### src/rtl/multicycle_main_controller.sv
// Multi-cycle main control FSM for the MIPS-subset datapath.
// Sequences fetch/decode/execute/memory/writeback and drives all datapath controls.
module multicycle_main_controller #(
    parameter logic [5:0] OPC_RTYPE = 6'b000000,
    parameter logic [5:0] OPC_LW    = 6'b100011,
    parameter logic [5:0] OPC_SW    = 6'b101011,
    parameter logic [5:0] OPC_ADDI  = 6'b001000,
    parameter logic [5:0] OPC_BNE   = 6'b000101,
    parameter logic [5:0] OPC_J     = 6'b000010
) (
    input  logic       clk,
    input  logic       rst_n,
    input  logic [5:0] opcode,
    input  logic       mem_ready,
    output logic       pc_write,
    output logic       pc_write_cond,
    output logic       i_or_d,
    output logic       mem_read,
    output logic       mem_write,
    output logic       ir_write,
    output logic       mem_to_reg,
    output logic       reg_dst,
    output logic       reg_write,
    output logic       alu_src_a,
    output logic [1:0] alu_src_b,
    output logic [1:0] alu_op,
    output logic [1:0] pc_source,
    output logic [3:0] state,
    output logic       illegal_op
);

    typedef enum logic [3:0] {
        FETCH     = 4'd0,
        DECODE    = 4'd1,
        MEM_ADDR  = 4'd2,
        MEM_READ  = 4'd3,
        MEM_WB    = 4'd4,
        MEM_WRITE = 4'd5,
        R_EXEC    = 4'd6,
        R_WB      = 4'd7,
        ADDI_EXEC = 4'd8,
        ADDI_WB   = 4'd9,
        BRANCH    = 4'd10,
        JUMP      = 4'd11
    } state_t;

    state_t state_q, state_d;
    logic   illegal_q, illegal_d;

    // State and sticky illegal-opcode flag, synchronous active-low reset
    always_ff @(posedge clk) begin
        if (!rst_n) begin
            state_q   <= FETCH;
            illegal_q <= 1'b0;
        end else begin
            state_q   <= state_d;
            illegal_q <= illegal_d;
        end
    end

    // Next-state: opcode dispatch in DECODE, mem_ready gates the wait states
    always_comb begin
        state_d   = state_q;
        illegal_d = illegal_q;
        case (state_q)
            FETCH:     if (mem_ready) state_d = DECODE;
            DECODE: begin
                if (opcode == OPC_LW || opcode == OPC_SW) state_d = MEM_ADDR;
                else if (opcode == OPC_RTYPE)             state_d = R_EXEC;
                else if (opcode == OPC_ADDI)              state_d = ADDI_EXEC;
                else if (opcode == OPC_BNE)               state_d = BRANCH;
                else if (opcode == OPC_J)                 state_d = JUMP;
                else begin
                    state_d   = FETCH;
                    illegal_d = 1'b1;
                end
            end
            MEM_ADDR:  state_d = (opcode == OPC_LW) ? MEM_READ : MEM_WRITE;
            MEM_READ:  if (mem_ready) state_d = MEM_WB;
            MEM_WRITE: if (mem_ready) state_d = FETCH;
            R_EXEC:    state_d = R_WB;
            ADDI_EXEC: state_d = ADDI_WB;
            default:   state_d = FETCH;
        endcase
    end

    // Control outputs from state; all forced low while reset is held
    always_comb begin
        pc_write      = 1'b0;
        pc_write_cond = 1'b0;
        i_or_d        = 1'b0;
        mem_read      = 1'b0;
        mem_write     = 1'b0;
        ir_write      = 1'b0;
        mem_to_reg    = 1'b0;
        reg_dst       = 1'b0;
        reg_write     = 1'b0;
        alu_src_a     = 1'b0;
        alu_src_b     = 2'b00;
        alu_op        = 2'b00;
        pc_source     = 2'b00;
        if (rst_n) begin
            case (state_q)
                FETCH: begin
                    mem_read  = 1'b1;
                    alu_src_b = 2'b01;
                    ir_write  = mem_ready;
                    pc_write  = mem_ready;
                end
                DECODE:    alu_src_b = 2'b11;
                MEM_ADDR: begin
                    alu_src_a = 1'b1;
                    alu_src_b = 2'b10;
                end
                MEM_READ: begin
                    mem_read = 1'b1;
                    i_or_d   = 1'b1;
                end
                MEM_WB: begin
                    reg_write  = 1'b1;
                    mem_to_reg = 1'b1;
                end
                MEM_WRITE: begin
                    mem_write = 1'b1;
                    i_or_d    = 1'b1;
                end
                R_EXEC: begin
                    alu_src_a = 1'b1;
                    alu_op    = 2'b10;
                end
                R_WB: begin
                    reg_write = 1'b1;
                    reg_dst   = 1'b1;
                end
                ADDI_EXEC: begin
                    alu_src_a = 1'b1;
                    alu_src_b = 2'b10;
                end
                ADDI_WB:   reg_write = 1'b1;
                BRANCH: begin
                    alu_src_a     = 1'b1;
                    alu_op        = 2'b01;
                    pc_write_cond = 1'b1;
                    pc_source     = 2'b01;
                end
                JUMP: begin
                    pc_write  = 1'b1;
                    pc_source = 2'b10;
                end
                default: ;
            endcase
        end
    end

    assign state      = rst_n ? state_q : 4'd0;
    assign illegal_op = rst_n & illegal_q;

endmodule

### config.mk
export PLATFORM = sky130hd
export DESIGN_NAME = multicycle_main_controller
export DESIGN_NICKNAME = d
export VERILOG_FILES = /design/src/rtl/multicycle_main_controller.sv
export SDC_FILE = /design/constraint.sdc
export NUM_CORES = 1
export LEC_CHECK = 0
export ABC_CLOCK_PERIOD_IN_PS = 2020
export CORE_MARGIN = 2
export CORE_UTILIZATION = 41
export CTS_CLUSTER_SIZE = 12
export DETAILED_ROUTE_END_ITERATION = 10
export PLACE_DENSITY = 0.9
export REMOVE_ABC_BUFFERS = 1
export SLEW_MARGIN = 20
export SYNTH_ARGS = -nofsm -noshare
export SYNTH_HDL_FRONTEND = slang
export SYNTH_SLANG_ARGS = --single-unit
export TNS_END_PERCENT = 5
### constraint.sdc
create_clock -name clk -period 2.02 [get_ports clk]
set_input_delay 0.505 -clock clk [delete_from_list [all_inputs] [get_ports clk]]
set_output_delay 0.505 -clock clk [all_outputs]
set_load 0.005 [all_outputs]
==> run metrics <==
max_cap viols=0; Critical Path Start Type=primary input; Yosys reg bits=5; Post-Layout Cell Count=between 150 and 200; most frequent CP cell=clkdlybuf4s15_2; Post-synth ARST share=0%; die span in y=44.86 um; failing checks=setup timing; largest net degree at the start of global routing=13; Placed Instances=170; core area=around 1500 um2; number of global-route vias before repair=approximately 1000; f_max=0.4669 GHz; post-synthesis cell type count=44; GRT Util Overall=roughly 33%; DRC viols=0; Synth area leader=dfxtp_1; Final Hold Viols=0; Design Power=0.0004774 W; CP peak stage delay=between 0.3 and 0.4 ns; termination of the worst setup path=pc_write; first-iteration detailed-routing DRC count=slightly above 50; routed via count=1100; Int Pwr=0.0003024 W; global-route wire length before repair=around 4.8 mm; Clock power frac=26.7%; part of the cycle the worst path needs=106.0%; register area share after synthesis=14.63%; TritonCTS Sinks=5; Final Util=87.18%; setup_tns=-0.1948 ns; power density cells=355.2 nW/um2; max_slew headroom=68.34%; 1st-pass router iterations=4; P_leak=just under 0.7 nW; Critical-path top delay cell=or3_4; clk slew on worst S/H paths=0.06 ns; Clk Latency, worst-skew pair=~0.25 ns; layout cells sized above 1=between 40% and 50%; H-tree Lvls=1; Site Rows=14; synthesis-to-layout area growth=96.34%; Post-CTS Hold Fix Bufs=0; Worst R2R Path Depth=5; Main synth FF type=dfxtp_1; outcome=finished with violations; reg2reg start=state_q[3]$_SDFFE_PN0P_; NetSw=about 0.00017 W; peak supply drop=around 0.00037 V; Pins Over Slew Limit=0; GRT Residual Overflow=0; Final Skew=0.009080 ns; Synth area leaders=dfxtp_1, nor3_1, nor2_1; WS Path Type=primary input to output port; Synth top area share=around 15%; Crit. Startpoint=rst_n; Setup Viol. Count Final=3; DIE AREA=roughly 2000 um2; post-detailed-route wirelength per cell=18.33 um; clock buffer depth=2; crit-path max FO=2; initial antenna violation count=0; dpl hpwl=2.078 mm; Flop pwr share=about a quarter; final net count=between 150 and 200; Num CTS Buffers=3; gp weighted congestion=0.9083; Mapped Cells=98; RR Endpoint=state_q[0]$_SDFFE_PN0P_; Vias/cell=6.250; die width=~45 um; Worst Tran Pin Value=around 0.46 ns; Root Buffer=clkbuf_4; PortBufs=29; Sw Ratio=36.65%; setup ws final=-0.1219 ns; I/O Pins=30; Req. time, crit path=1.51 ns; Worst R2R Setup Slack=0.36 ns; CP arrival=between 1.5 and 2 ns; minimum clock period=2.142 ns; hold crit path type=flop to flop; CTS tree=yes; Syn Area/Cell=6.984 um2; Synthesis Warnings=0; proportion of power drawn by combinational gates=approximately half; endpoint type of the worst setup path=output port; Post-synth EDFFs=0; RSZ-0062 raised after global routing=yes; synthesized area=684.4 um2; Initial Utilization=44.40%; Antenna Violating Nets Remaining=0; routed wire length=3.226 mm; cells along the critical path=clkdlybuf4s15_2 -> nand2b_1 -> or3_4 -> nor3b_2 -> or2_1 -> clkdlybuf4s15_2; # diodes=0
[power by group through the flow]
stage,combinational [W],sequential [W],clock (W)
after floorplan,0.0000736,0.000124,0
after global placement,0.000206,0.000113,0
after detailed placement,0.000214,0.000113,0
after CTS,0.000222,0.000112,0.000126
after global routing,0.000251,0.000113,0.000137
final,0.000237,0.000112,0.000128
[per-stage QoR]
step / hold WS [ns] / setup WS [ns] / instance area (um2)
floorplan: 0.4318 / 0.1758 / 626.9
CTS: 0.4695 / -0.1699 / 1319
global route: 0.5138 / -0.1701 / 1344
global placement: 0.4496 / -0.6734 / 1222
finish: 0.4690 / -0.1219 / 1344
detailed placement: 0.4546 / -0.7305 / 1222
[sequential cells by signal, indices dropped and copies added, names as in the netlist]
register / flops
state_q: 4
illegal_q: 1
[routing by layer]
metal | part of all wire [%] | vias up | GRT usage [%]
met5 | 0 | - | 0
met2 | 50 | 78 | 54.78
met1 | 37 | 514 | 41.91
met3 | 8.6 | 21 | 6.800
met4 | 4.6 | 0 | 12.94
li1 | - | 487 | -
[cells in the final DEF (no fill, tap or decap), types with 3 or more instances in the layout]
master           netlist  final
dfxtp_2                0      3
xnor2_1                4      4
clkbuf_4               0      3
nor3_1                10      7
buf_4                  1     37
buf_6                  1      3
dlygate4sd2_1          0     13
and3_1                 3      3
a21oi_1                3      3
inv_1                  5      5
nor2_1                12     10
nor4_1                 3      3
clkdlybuf4s50_1        0      9
[cell usage after synthesis (3+ instances only)]
library cell,count
a21oi_1,3
xnor2_1,4
inv_1,5
dfxtp_1,5
nand2_1,3
buf_2,4
nand2b_1,3
nor3b_1,3
and3_1,3
clkbuf_1,4
nor3_1,10
nor4_1,3
nor2_1,12
[worst min path at each step]
stage	start	endpoint	slack (ns)	depth (start not counted)
after floorplan	illegal_q$_SDFFE_PN0P_	illegal_q$_SDFFE_PN0P_	0.43	2
after global placement	illegal_q$_SDFFE_PN0P_	illegal_q$_SDFFE_PN0P_	0.45	2
after detailed placement	illegal_q$_SDFFE_PN0P_	illegal_q$_SDFFE_PN0P_	0.45	2
after CTS	illegal_q$_SDFFE_PN0P_	illegal_q$_SDFFE_PN0P_	0.47	2
after global routing	illegal_q$_SDFFE_PN0P_	illegal_q$_SDFFE_PN0P_	0.51	2
final	illegal_q$_SDFFE_PN0P_	illegal_q$_SDFFE_PN0P_	0.47	2
[repair_timing]
action                     in CTS  in global routing
resized for setup              44                 13
pin swaps                       3                  0
gates cloned                    0                  0
setup endpoints to repair      21                 10
buffers inserted                2                  0
[kinds of logic (layout without fill, tap and decap cells)]
kind of cell | after synthesis | after routing | share of synthesized area [%]
multiplexers | 1 | 1 | 1.463
XOR/XNOR | 5 | 5 | 6.398
buffers and inverters | 18 | 80 | 12.25
AND/OR/NAND/NOR | 48 | 48 | 41.14
flip-flops | 5 | 5 | 14.63
AO/OA/AOI/OAI | 21 | 21 | 24.13
[worst max-delay path, delay by kind of cell]
kind / cells / cell delay (ns)
and+or+nand+nor: 4 / 0.74
buffers and inverters: 2 / 0.38
[area by class of cell]
| type | instances | area, um2 |
|---|---|---|
| Tap cell | 16 | 20.02 |
| Sequential cell | 5 | 107.6 |
| Timing Repair Buffer | 69 | 588.1 |
| Clock inverter | 1 | 5.005 |
| Multi-Input combinational cell | 75 | 574.3 |
| Fill cell | 73 | 197.7 |
| Clock buffer | 3 | 22.52 |
| Inverter | 7 | 26.28 |
(Power assumes the default switching activity.)
